<file path="src/rtl/cpu_ctrl_pkg.sv">
// Shared encodings for the multi-cycle MIPS-subset control sequencer:
// FSM states, opcode/funct fields and the 4-bit ALU control codes.
package cpu_ctrl_pkg;

  typedef enum logic [2:0] {
    ST_IDLE   = 3'd0,
    ST_FETCH  = 3'd1,
    ST_DECODE = 3'd2,
    ST_EXEC   = 3'd3,
    ST_MEM    = 3'd4,
    ST_WB     = 3'd5,
    ST_HALT   = 3'd6
  } state_t;

  localparam logic [5:0] OP_RTYPE = 6'h00;
  localparam logic [5:0] OP_LW    = 6'h23;
  localparam logic [5:0] OP_SW    = 6'h2B;
  localparam logic [5:0] OP_BEQ   = 6'h04;
  localparam logic [5:0] OP_ADDI  = 6'h08;
  localparam logic [5:0] OP_HALT  = 6'h3F;

  localparam logic [5:0] FN_ADD = 6'h20;
  localparam logic [5:0] FN_SUB = 6'h22;
  localparam logic [5:0] FN_AND = 6'h24;
  localparam logic [5:0] FN_OR  = 6'h25;
  localparam logic [5:0] FN_NOR = 6'h27;
  localparam logic [5:0] FN_SLT = 6'h2A;

  localparam logic [3:0] ALU_AND = 4'b0000;
  localparam logic [3:0] ALU_OR  = 4'b0001;
  localparam logic [3:0] ALU_ADD = 4'b0010;
  localparam logic [3:0] ALU_SUB = 4'b0110;
  localparam logic [3:0] ALU_SLT = 4'b0111;
  localparam logic [3:0] ALU_NOR = 4'b1100;

endpackage

</file>
<file path="src/rtl/alu_decoder.sv">
// Combinational opcode/funct to ALU control decode; valid is low for any
// opcode or R-type funct the datapath does not support (including HALT).
module alu_decoder
  import cpu_ctrl_pkg::*;
(
  input  logic [5:0] op,
  input  logic [5:0] fn,
  output logic [3:0] alu_op,
  output logic       valid
);

  always_comb begin
    alu_op = ALU_AND;
    valid  = 1'b0;
    case (op)
      OP_RTYPE: begin
        valid = 1'b1;
        case (fn)
          FN_ADD:  alu_op = ALU_ADD;
          FN_SUB:  alu_op = ALU_SUB;
          FN_AND:  alu_op = ALU_AND;
          FN_OR:   alu_op = ALU_OR;
          FN_NOR:  alu_op = ALU_NOR;
          FN_SLT:  alu_op = ALU_SLT;
          default: valid  = 1'b0;
        endcase
      end
      OP_LW, OP_SW, OP_ADDI: begin
        alu_op = ALU_ADD;
        valid  = 1'b1;
      end
      OP_BEQ: begin
        alu_op = ALU_SUB;
        valid  = 1'b1;
      end
      default: begin
        alu_op = ALU_AND;
        valid  = 1'b0;
      end
    endcase
  end

endmodule

</file>
<file path="src/rtl/cpu_control_fsm.sv">
// Multi-cycle FETCH/DECODE/EXEC/MEM/WB control sequencer with run/step/halt
// control and a retired-instruction counter. All outputs are Moore.
module cpu_control_fsm
  import cpu_ctrl_pkg::*;
#(
  parameter int CNT_W = 32
) (
  input  logic             clk,
  input  logic             rst,
  input  logic             run,
  input  logic             step,
  input  logic [5:0]       instr_op,
  input  logic [5:0]       funct,
  output logic             reg_dst,
  output logic             branch,
  output logic             mem_read,
  output logic             mem_to_reg,
  output logic [3:0]       alu_op,
  output logic             mem_write,
  output logic             alu_src,
  output logic             reg_write,
  output logic             pc_write,
  output logic [2:0]       state,
  output logic             halted,
  output logic             illegal,
  output logic [CNT_W-1:0] instr_count
);

  state_t           state_reg, state_next;
  logic [5:0]       op_q_reg, op_q_next;
  logic [5:0]       fn_q_reg, fn_q_next;
  logic             single_reg, single_next;
  logic             illegal_reg, illegal_next;
  logic [CNT_W-1:0] count_reg, count_next;

  logic [3:0] alu_q;
  logic       valid_q;
  logic [3:0] alu_in_unused;
  logic       valid_in;

  logic is_r, is_lw, is_sw, is_beq, is_addi;
  logic in_body, is_last;

  // Output decode works from the latched fields only, keeping outputs Moore.
  alu_decoder u_dec_q (
    .op     (op_q_reg),
    .fn     (fn_q_reg),
    .alu_op (alu_q),
    .valid  (valid_q)
  );

  // Second copy looks at the live fields so DECODE can branch on legality.
  alu_decoder u_dec_in (
    .op     (instr_op),
    .fn     (funct),
    .alu_op (alu_in_unused),
    .valid  (valid_in)
  );

  assign is_r    = (op_q_reg == OP_RTYPE);
  assign is_lw   = (op_q_reg == OP_LW);
  assign is_sw   = (op_q_reg == OP_SW);
  assign is_beq  = (op_q_reg == OP_BEQ);
  assign is_addi = (op_q_reg == OP_ADDI);

  assign in_body = (state_reg == ST_EXEC) || (state_reg == ST_MEM) || (state_reg == ST_WB);
  assign is_last = ((state_reg == ST_EXEC) && is_beq) ||
                   ((state_reg == ST_MEM)  && is_sw)  ||
                   (state_reg == ST_WB);

  always_comb begin
    state_next   = state_reg;
    op_q_next    = op_q_reg;
    fn_q_next    = fn_q_reg;
    single_next  = single_reg;
    illegal_next = illegal_reg;
    count_next   = count_reg;
    case (state_reg)
      ST_IDLE: begin
        if (run) begin
          state_next  = ST_FETCH;
          single_next = 1'b0;
        end else if (step) begin
          state_next  = ST_FETCH;
          single_next = 1'b1;
        end
      end
      ST_FETCH: state_next = ST_DECODE;
      ST_DECODE: begin
        op_q_next = instr_op;
        fn_q_next = funct;
        if (instr_op == OP_HALT) begin
          state_next = ST_HALT;
        end else if (!valid_in) begin
          illegal_next = 1'b1;
          state_next   = ST_HALT;
        end else begin
          state_next = ST_EXEC;
        end
      end
      ST_EXEC, ST_MEM, ST_WB: begin
        if (is_last) begin
          count_next  = count_reg + {{(CNT_W-1){1'b0}}, 1'b1};
          single_next = 1'b0;
          state_next  = (run && !single_reg) ? ST_FETCH : ST_IDLE;
        end else if (state_reg == ST_EXEC) begin
          state_next = (is_lw || is_sw) ? ST_MEM : ST_WB;
        end else begin
          state_next = ST_WB;
        end
      end
      ST_HALT: state_next = ST_HALT;
      default: state_next = ST_IDLE;
    endcase
  end

  always_comb begin
    reg_dst    = 1'b0;
    branch     = 1'b0;
    mem_read   = 1'b0;
    mem_to_reg = 1'b0;
    alu_op     = 4'b0000;
    mem_write  = 1'b0;
    alu_src    = 1'b0;
    reg_write  = 1'b0;
    pc_write   = 1'b0;
    if (in_body && valid_q) begin
      alu_op     = alu_q;
      alu_src    = is_lw || is_sw || is_addi;
      branch     = (state_reg == ST_EXEC) && is_beq;
      mem_read   = is_lw && ((state_reg == ST_MEM) || (state_reg == ST_WB));
      mem_write  = is_sw && (state_reg == ST_MEM);
      reg_write  = (state_reg == ST_WB);
      reg_dst    = (state_reg == ST_WB) && is_r;
      mem_to_reg = (state_reg == ST_WB) && is_lw;
      pc_write   = is_last;
    end
  end

  always_ff @(posedge clk) begin
    if (rst) begin
      state_reg   <= ST_IDLE;
      op_q_reg    <= '0;
      fn_q_reg    <= '0;
      single_reg  <= 1'b0;
      illegal_reg <= 1'b0;
      count_reg   <= '0;
    end else begin
      state_reg   <= state_next;
      op_q_reg    <= op_q_next;
      fn_q_reg    <= fn_q_next;
      single_reg  <= single_next;
      illegal_reg <= illegal_next;
      count_reg   <= count_next;
    end
  end

  assign state       = state_reg;
  assign halted      = (state_reg == ST_IDLE) || (state_reg == ST_HALT);
  assign illegal     = illegal_reg;
  assign instr_count = count_reg;

endmodule

</file>
<file path="config.mk">
export PLATFORM = sky130hd
export DESIGN_NAME = cpu_control_fsm
export DESIGN_NICKNAME = d
export VERILOG_FILES = /design/src/rtl/cpu_ctrl_pkg.sv /design/src/rtl/alu_decoder.sv /design/src/rtl/cpu_control_fsm.sv
export SDC_FILE = /design/constraint.sdc
export NUM_CORES = 1
export LEC_CHECK = 0
export CAP_MARGIN = 10
export CORE_MARGIN = 4
export CORE_UTILIZATION = 55
export CTS_BUF_LIST = sky130_fd_sc_hd__clkbuf_8
export DETAILED_ROUTE_END_ITERATION = 10
export PLACE_DENSITY = 0.85
export SLEW_MARGIN = 20
export SYNTH_ARGS = -nofsm -noshare
export SYNTH_HDL_FRONTEND = slang
export SYNTH_SLANG_ARGS = --single-unit
</file>
<file path="constraint.sdc">
create_clock -name clk -period 3.2 [get_ports clk]
set_input_delay 0.64 -clock clk [delete_from_list [all_inputs] [get_ports clk]]
set_output_delay 0.64 -clock clk [all_outputs]
set_load 0.01 [all_outputs]
</file>
== Word level (Yosys, flattened, before mapping) ==
Index checks and enable logic that the tools add are counted.
Operators by class
  bitwise gates (word level): 2
  equality and inequality tests: 29
  add/subtract/negate cells: 1
  reduce and logical (&&, ||, !) cells: 29
  muxes and demuxes: 28
Operator list (number)
  equality test 6 bit (second input constant): 17
  adder 32 x 1 -> 32 bit (second input constant): 1
  case mux 4 bit (5 select lines): 1
  2-to-1 mux 1 bit: 16
  2-to-1 mux 3 bit: 5
  case mux 3 bit (5 select lines): 1
  equality test 6 x 3 -> 1 bit (second input constant): 2
  equality test 6 x 4 -> 1 bit (second input constant): 2
  logical NOT 6 bit: 2
  case mux 4 bit (3 select lines): 1
  OR reduction 6 bit: 2
  equality test 3 bit (second input constant): 3
  logical OR 1 bit: 8
  OR reduction 4 bit: 2
  logical AND 1 bit: 7
  equality test 3 x 2 -> 1 bit (second input constant): 2
  case mux 1 bit (2 select lines): 3
  AND reduction 3 bit: 2
  OR reduction 3 bit: 2
  2-to-1 mux 4 bit: 1
  equality test 3 x 1 -> 1 bit (second input constant): 1
  logical NOT 3 bit: 1
  != test 3 bit (second input constant): 1
  != test 2 bit (second input constant): 1
  4 further kinds: 5
Word-level totals
  output and inout bits: 49
  logic and storage cells: 95
  input port bits: 16
  register bits after elaboration: 49

== Longest topological paths before layout ==
Gate-level depths: netlist of run 1.
  word-level depth: 7
  gate-level depth with buffers: 8
  gate-level depth less buffers: 6

== Cells and area by module ==
A second synthesis of run 1 with hierarchy kept.
Unflattened totals
  cell total of the unflattened synthesis: 362
  area total of the unflattened synthesis: 2906.5 um^2
By module, submodules not included
  cpu_control_fsm: area an instance 2556.2 um^2, cells an instance 310, seq. area each 980.9 um^2, instances 1
  alu_decoder: area an instance 175.2 um^2, cells an instance 26, seq. area each 0.0 um^2, instances 2

== Worst setup path after synthesis of run 1 ==
No wires, ideal clock.
  path type: register -> output
  start: reg state_reg[2] (netlist: state[2])
  end: out alu_src
  data arrival time: 1.443 ns
  data required time: 2.560 ns
  cell stages (with the launch flop): 5
  buffers on the path: 1
  slack: 1.117 ns
  cells stage by stage: dfxtp_1 -> clkbuf_2 -> and2b_1 -> nor2_1 -> a2111oi_0
On the way
  cells in the longest elaborated chain, start to end: 5
  elaborated cells between the ends (all ways): 7
  those cells by class: 3 x eq/ne; 1 x mux; 3 x reduce/logical
RTL lines
  start: declaration: line cpu_control_fsm.sv:29  | state_t state_reg, state_next;
  start signal: assignment: line cpu_control_fsm.sv:149  | state_reg <= state_next;
  equality test 3 x 2 -> 1 bit or equality test 3 bit (tied branches): line cpu_control_fsm.sv:66  | assign in_body = (state_reg == ST_EXEC) || (state_reg == ST_MEM) || (state_reg == ST_WB);
  logical OR 1 bit: line cpu_control_fsm.sv:66
  logical OR 1 bit *: line cpu_control_fsm.sv:66
  logical AND 1 bit *: line cpu_control_fsm.sv:127  | if (in_body && valid_q) begin
  2-to-1 mux 1 bit *: line cpu_control_fsm.sv:127
  end: declaration: line cpu_control_fsm.sv:20  | output logic alu_src,
Every way passes the cells marked *; elsewhere a longest branch is shown, timed or not.

== Worst setup path in the final report of run 1 ==
  start: reg op_q_reg[3]
  end: out mem_to_reg
On the way
  cells in the longest elaborated chain, start to end: 5
  elaborated cells between the ends (all ways): 10
  those cells by class: 4 x eq/ne; 2 x mux; 4 x reduce/logical
RTL lines
  start: declaration: line cpu_control_fsm.sv:30  | logic [5:0] op_q_reg, op_q_next;
  start signal: assignment: line cpu_control_fsm.sv:150  | op_q_reg <= op_q_next;
  equality test 6 bit (tied with other cells): line alu_decoder.sv:15, cpu_control_fsm.sv:61
  OR reduction 4 bit (no line)
  case mux 1 bit (2 select lines): line alu_decoder.sv:15  | case (op)
  logical AND 1 bit: line cpu_control_fsm.sv:127
  2-to-1 mux 1 bit *: line cpu_control_fsm.sv:127
  end: declaration: line cpu_control_fsm.sv:17  | output logic mem_to_reg,
Marks and branches as above.

==> results of run 1 <==
## Yosys cell counts, types with 2 or more instances
cell type / number
buf_6: 3
nand2b_1: 4
a31oi_1: 8
and4b_1: 2
nor2b_1: 4
o21ai_0: 14
nand4_1: 4
nor2_2: 2
xor2_1: 21
or3_1: 11
inv_1: 7
xnor2_1: 2
and3_1: 7
and2_1: 4
nand3b_1: 2
o2111ai_1: 11
nand2_1: 38
o211ai_1: 9
and3b_1: 2
clkbuf_1: 13
dfxtp_1: 49
o22ai_1: 2
a21oi_1: 27
nand3_1: 10
buf_2: 3
nor2_1: 32
nor4_4: 2
nor3_1: 12
## kinds of logic (layout without fill, tap and decap cells)
kind of cell	Yosys count	after routing	share of synthesized area, %
AND/OR/NAND/NOR	147	147	29.7
AO/OA/AOI/OAI	81	81	20.4
flip-flops	49	49	37.0
buffers and inverters	27	84	4.87
XOR/XNOR	23	23	7.61
adder cells (fa/ha/maj)	1	1	0.472
## cells in the final DEF (no fill, tap or decap), drive strengths merged, types with 3 or more instances in the layout
| cell | Yosys | final |
|---|---|---|
| nor2b | 4 | 4 |
| nor3 | 13 | 13 |
| nand4 | 5 | 5 |
| a31oi | 8 | 8 |
| o21ai | 15 | 15 |
| and3 | 7 | 7 |
| clkbuf | 14 | 6 |
| clkdlybuf4s50 | 0 | 64 |
| o2111ai | 12 | 12 |
| or3 | 11 | 11 |
| nand2 | 38 | 38 |
| o211ai | 9 | 9 |
| xor2 | 21 | 21 |
| nor2 | 34 | 34 |
| a21oi | 27 | 27 |
| inv | 7 | 8 |
| buf | 6 | 5 |
| dfxtp | 49 | 49 |
| nor4 | 3 | 3 |
| nand3 | 10 | 10 |
| and2 | 4 | 4 |
| nand2b | 4 | 4 |
## through the flow
| stage | area, um2 | utilization, % |
|---|---|---|
| global placement | 3290 | 73.0 |
| floorplan | 2650 | - |
| CTS | 3410 | 75.6 |
| detailed placement | 3290 | 73.0 |
| finish | 3410 | 75.6 |
| global route | 3410 | 75.6 |
## per-layer routing
metal | up-vias | track usage [%] | wire length [um]
met5 | - | 0 | 0
met4 | 0 | 7.30 | 102
met3 | 10 | 4.28 | 275
met2 | 76 | 37.1 | 3040
met1 | 1227 | 31.4 | 3200
li1 | 1298 | - | -
## power by group
part	switching [mW]	internal, mW
Sequential	0.107	0.663
Clock	0.200	0.252
Combinational	0.224	0.208
Total	0.531	1.12
## area by class of cell
class | count | area, um2 | area share (%)
Multi-Input combinational cell | 252 | 1540 | 45.2
Sequential cell | 49 | 981 | 28.8
Tap cell | 52 | 65.1 | 1.91
Clock buffer | 6 | 82.6 | 2.42
Inverter | 7 | 26.3 | 0.771
Clock inverter | 2 | 33.8 | 0.992
Timing Repair Buffer | 69 | 678 | 19.9
## critical path, cell delays in order, from the launching register on
cell and delay [ps]:
dfxtp_1 410, nor4_4 360, nand4b_1 190, o22ai_1 190, nand3_1 140, nor3_1 160, clkdlybuf4s50_1 560
## worst max path at each step
stage	startpoint	to	depth (start not counted)
detailed placement	op_q_reg[3]	mem_to_reg	6
global route	op_q_reg[3]	mem_to_reg	6
global placement	state[0]	pc_write	5
floorplan	state[2]	alu_src	4
CTS	op_q_reg[3]	mem_to_reg	6
finish	op_q_reg[3]	mem_to_reg	6
==> results.cfg, run 1 <==
[drt]
vias_per_cell = 5.97
drc = 0
wirelength_um = 6610
drt_iter0_drc = 73
first_pass_iters = 4
ant_nets = 0
via_count = 2611
wl_per_cell_um = 15.1

[worst_setup_path]
arrival_ps = 2300
rr_worst_depth = 6
cp.required_ps = 2560
r2r_end = instr_count[30]
critPathKind = reg2out
cp-start-kind = flop
r2r_slack_ps = 900
end_kind = primary output
crit-reg2reg-launch = state[0]
critPathMaxFanout = 8

[clocking]
cts_tree = done
htree_levels = 2
clk_pin_slew_worst_paths_ps = 80
clockBufferDepth = 2
clkSinkCount = 49
clock_latency_ps = 310
cts_root_buf = clkbuf_8
cts-resized-gates = 0
ctsHoldBuffers = 0
cts_setup_buffers = 0
cts_buffers = 5

[logic_synthesis]
synth_top_area_share_pct = 37.0
synthesis.instances = 328
synth-edff-count = 0
synthArstFlopShare_pct = 0
synth.distinct_cells = 51
synth_ff_type = dfxtp_1
synth_top_cell_by_area = dfxtp_1
syn_area_um2 = 2650
syn_nets = 345
yosysWarnings = 0
yosysSeqAreaShare_pct = 37.0
synth-seq-cells = 49
syn_avg_cell_area_um2 = 8.08
synth.area.top_cells = dfxtp_1, xor2_1, nand2_1, a21oi_1, nor2_1

[timing]
max_slew.worst_pin.slew_ps = 530
timing.hold.ws_ps = 484
setup_tns_ps = 0
slew_headroom_pct = 64.7
drv_slew = 0
period_needed_ps = 2940
rsz0062_at_grt = false
fmax_mhz = 340
finalSetupViolations = 0
setup_slack_ps = 258
finalHoldViolations = 0
final.period_utilization_pct = 91.9
finClkSkew_ps = 12.8

[place]
hpwlAfterDp_um = 4830
place_inst = 429
io_buffers = 64
dp_worst_setup_slack_ps = 583
place_congestion = 0.902

[global_routing]
antenna_found_initial = 0
grt_pass1_wl_um = 11500
grt_max_degree = 31
grt_pass1_vias = 2514
grt_use_total_pct = 23.1
grt_overflow = 0

[final_layout]
n_antenna_cell = 0
fill_cells = 370
largest_reg_flops = 32
stdcell_count = 437
nets = 401
drive_above_1_share_pct = 6.23
syn_to_final_growth_pct = 28.6

[floorplanning]
coreArea_um2 = 4500
num_rows = 24
fp.dieW_um = 77.4
io_pins = 65
start_util_pct = 58.8
die-area_um2 = 5990
dieHeight_um = 77.4

[power]
p_per_area_nw_per_um2 = 486
max-vdd-ir-drop_uv = 352
power_leakage_nw = 1.17
power_mw = 1.65

[run]
cap_violations = 0

[worst_hold_path]
hold_depth = 2
hold_class = reg2reg
min_to = fn_q_reg[5]
hold_start = fn_q_reg[5]

[status]
status = finished, final reports clean
Power figures use the tool's default switching activity.
==> run 2, diff against run 1 <==
Settings changed: SETUP_SLACK_MARGIN set to 0.15.
==> results.cfg, run 2 (synthesis gave the netlist of run 1 again) <==
[status]
status = finished, final reports clean

[clocking]
ctsHoldBuffers = 0
cts_root_buf = clkbuf_8
clockBufferDepth = 2
clock_latency_ps = 310
cts_buffers = 5
cts_tree = done
cts_setup_buffers = 0
clkSinkCount = 49
clk_pin_slew_worst_paths_ps = 80
htree_levels = 2
cts-resized-gates = 0

[drt]
via_count = 2616
wirelength_um = 6640
vias_per_cell = 5.97
drt_iter0_drc = 112
drc = 0
ant_nets = 0
first_pass_iters = 4
wl_per_cell_um = 15.2

[floorplanning]
coreArea_um2 = 4500
die-area_um2 = 5990
io_pins = 65
fp.dieW_um = 77.4
start_util_pct = 58.8
dieHeight_um = 77.4
num_rows = 24

[global_routing]
grt_max_degree = 31
grt_pass1_vias = 2514
grt_use_total_pct = 23.1
grt_pass1_wl_um = 11500
grt_overflow = 0
antenna_found_initial = 0

[timing]
finalHoldViolations = 0
slew_headroom_pct = 63.8
final.period_utilization_pct = 91.0
period_needed_ps = 2910
setup_tns_ps = 0
fmax_mhz = 343
finalSetupViolations = 0
drv_slew = 0
max_slew.worst_pin.slew_ps = 542
rsz0062_at_grt = false
finClkSkew_ps = 12.8

[final_layout]
drive_above_1_share_pct = 6.48
fill_cells = 368
layout_common_cells = clkdlybuf4s50_1, dfxtp_1, nand2_1
largest_reg_flops = 32
final_common_cell = clkdlybuf4s50_1
nets = 402
n_antenna_cell = 0
syn_to_final_growth_pct = 28.9

[worst_setup_path]
end_kind = primary output
crit_buf_inv = 1
slowest_delay_ps = 610
slowest_stage = clkdlybuf4s50_1
critPathKind = reg2out
arrival_ps = 2270
cp-start-kind = flop
cp.required_ps = 2560
cp_cell_sequence = and3b_1, nor2_1, a2111oi_0, clkdlybuf4s50_1
critPathTopFamily = buffers and inverters
critPathMaxFanout = 14

[place]
io_buffers = 64
hpwlAfterDp_um = 4830
place_congestion = 0.902

[power]
power_leakage_nw = 1.17
p_per_area_nw_per_um2 = 488
power_mw = 1.67
max-vdd-ir-drop_uv = 352

[worst_hold_path]
hold_class = reg2reg

[run]
cap_violations = 0
run 2: cell types whose count changed in the layout (fill, tap and decap cells not counted):
| cell | before | now |
|---|---|---|
| buf_4 | 5 | 6 |
run 2: cell type report:
type / instances / area (um2) / share of cell area [%]
Clock inverter: 2 / 33.8 / 0.990
Multi-Input combinational cell: 252 / 1540 / 45.1
Tap cell: 52 / 65.1 / 1.91
Sequential cell: 49 / 981 / 28.7
Timing Repair Buffer: 70 / 686 / 20.1
Clock buffer: 6 / 82.6 / 2.42
Inverter: 7 / 26.3 / 0.770
run 2: final timing paths:
check | startpoint | endpoint | slack [ps] | cells past startpoint
max | state[0] | alu_src | 290 | 4
min | fn_q_reg[5] | fn_q_reg[5] | 490 | 2
max reg2reg | state[0] | instr_count[30] | 910 | 6
min reg2reg | fn_q_reg[5] | fn_q_reg[5] | 490 | 2
run 2: per-layer routing:
metal | part of all wire [%] | GRT usage [%] | up-vias | wire length [um]
met5 | 0 | 0 | - | 0
met4 | 1.0 | 7.30 | 0 | 68
met1 | 49 | 31.4 | 1240 | 3230
met3 | 4.5 | 4.28 | 6 | 301
li1 | - | - | 1294 | -
met2 | 46 | 37.1 | 76 | 3040
run 2: worst register-to-register path: cells and delay by family (launching register included):
| family | cells | cell delay [ps] |
|---|---|---|
| AO/OA/AOI/OAI | 2 | 320 |
| buffers and inverters | 1 | 310 |
| flip-flops | 1 | 600 |
| AND/OR/NAND/NOR | 3 | 1010 |
run 2: through the flow:
stage / util [%] / hold slack (ps) / instance area (um2) / worst slack, ps / std cells
after floorplan: - / 444 / 2650 / 1120 / 328
after global placement: 73.0 / 465 / 3290 / 611 / 429
after detailed placement: 73.0 / 473 / 3290 / 583 / 429
after CTS: 75.6 / 484 / 3410 / 238 / 437
after global routing: 75.8 / 501 / 3410 / 147 / 438
final: 75.8 / 486 / 3410 / 287 / 438
run 2: power by group:
part | internal (mW) | total [mW] | switching, mW | leakage (nW)
clock network | 0.252 | 0.451 | 0.200 | 0.0626
registers | 0.663 | 0.770 | 0.107 | 0.396
logic | 0.217 | 0.444 | 0.227 | 0.715
==> run 3, diff against run 2 <==
Settings changed: CORE_UTILIZATION 55 to 56, SYNTH_HIERARCHICAL set to 1.
==> results.cfg, run 3 <==
[status]
status = finished, final reports clean

[global_routing]
grt_max_degree = 42
antenna_found_initial = 0
grt_use_total_pct = 23.9
grt_overflow = 0
grt_pass1_vias = 2595
grt_pass1_wl_um = 12300

[place]
dp_worst_setup_slack_ps = 528
hpwlAfterDp_um = 5120
place_congestion = 0.849
io_buffers = 64

[clocking]
clk_pin_slew_worst_paths_ps = 90
clockBufferDepth = 2
cts_setup_buffers = 0
clock_latency_ps = 300
cts_buffers = 5
cts_tree = done
clkSinkCount = 49
cts_root_buf = clkbuf_8
htree_levels = 2

[worst_setup_path]
cp.required_ps = 2560
slowest_stage = clkdlybuf4s50_1
crit_buf_inv = 2
cp-start-kind = flop
crit_start = op_q_reg[0]
critPathMaxFanout = 10
slowest_delay_ps = 530
rr_worst_depth = 5
arrival_ps = 2230
crit-reg2reg-launch = instr_count[2]
critPathTopFamily = buffers and inverters
end_kind = primary output
r2r_end = instr_count[26]
r2r_slack_ps = 890
crit_end = mem_to_reg
critPathKind = reg2out
cp_cell_sequence = and4b_1, a21oi_2, o22ai_2, buf_4, nand4_1, nor2_1, and2_1, clkdlybuf4s50_1
cp.depth = 8

[final_layout]
final_common_cell = clkdlybuf4s50_1
multi_input_area_um2 = 1750
area.sequential_um2 = 987
nets = 425
drive_above_1_share_pct = 11.2
layout_common_cells = clkdlybuf4s50_1, nand2_1, dfxtp_1
fill_cells = 383
largest_reg_flops = 32
n_antenna_cell = 0
syn_to_final_growth_pct = 28.9

[timing]
slew_headroom_pct = 52.5
max_slew.worst_pin.slew_ps = 709
setup_tns_ps = 0
final.period_utilization_pct = 89.8
finalSetupViolations = 0
rsz0062_at_grt = false
setup_slack_ps = 325
finClkSkew_ps = 4.72
fmax_mhz = 348
finalHoldViolations = 0
period_needed_ps = 2870
drv_slew = 0

[logic_synthesis]
syn_nets = 366
syn_area_um2 = 2840
syn_avg_cell_area_um2 = 8.13
yosysWarnings = 6
synthesis.instances = 349

[drt]
drt_iter0_drc = 200
wirelength_um = 7140
ant_nets = 0
vias_per_cell = 5.82
first_pass_iters = 4
wl_per_cell_um = 15.0
via_count = 2770
drc = 0

[run]
cap_violations = 0

[power]
p_per_area_nw_per_um2 = 451
max-vdd-ir-drop_uv = 262
power_leakage_nw = 1.26

[worst_hold_path]
hold_depth = 2
hold_class = reg2reg

[floorplanning]
io_pins = 65
die-area_um2 = 6270
num_rows = 25
coreArea_um2 = 4820
dieHeight_um = 79.2
fp.dieW_um = 79.2
start_util_pct = 58.9
==> run 3: metrics by stage <==
step	area (um2)	util [%]	hold WS (ps)	total power, mW	instances
2_1_floorplan	2840	-	444	1.07	349
3_3_place_gp	3530	73.4	452	1.24	468
3_5_place_dp	3530	73.4	479	1.25	468
4_1_cts	3640	75.5	499	1.64	476
5_1_grt	3660	75.9	516	1.75	476
6_report	3660	75.9	489	1.65	476
==> run 3: tightest hold or removal path, delay by kind of cell, from the launching register on <==
| family | cells | cell delay, ps |
|---|---|---|
| flops | 1 | 340 |
| simple gates | 2 | 120 |
==> run 3: power by group <==
part           total [mW]  internal [mW]  switching, mW
Sequential          0.766          0.666         0.0994
Clock               0.390          0.195          0.195
Combinational       0.494          0.228          0.265
Total                1.65           1.09          0.559
==> run 3: per-layer routing <==
metal	up-vias	wire (um)	track usage (%)
met5	-	0	0
met4	0	42	5.67
met2	83	3560	41.4
met1	1305	3150	30.6
li1	1378	-	-
met3	4	393	4.42
==> run 3: worst min path at each step <==
stage | to | slack [ps] | from
6_report | illegal | 490 | illegal
5_1_grt | fn_q_reg[5] | 520 | fn_q_reg[5]
4_1_cts | fn_q_reg[5] | 500 | fn_q_reg[5]
3_5_place_dp | illegal | 480 | illegal
3_3_place_gp | illegal | 450 | illegal
2_1_floorplan | fn_q_reg[5] | 440 | fn_q_reg[5]
==> run 3: cell type report <==
cell class	instances	share of cell area (%)
Clock buffer	7	2.63
Clock inverter	1	0.137
Inverter	10	1.03
Multi-Input combinational cell	270	47.7
Sequential cell	49	27.0
Tap cell	67	2.29
Timing Repair Buffer	72	19.2
==> run 3: timing repair <==
action | in CTS | in global routing
resized for setup | 0 | 8
hold buffers | 0 | 0
setup endpoints to repair | 0 | 5
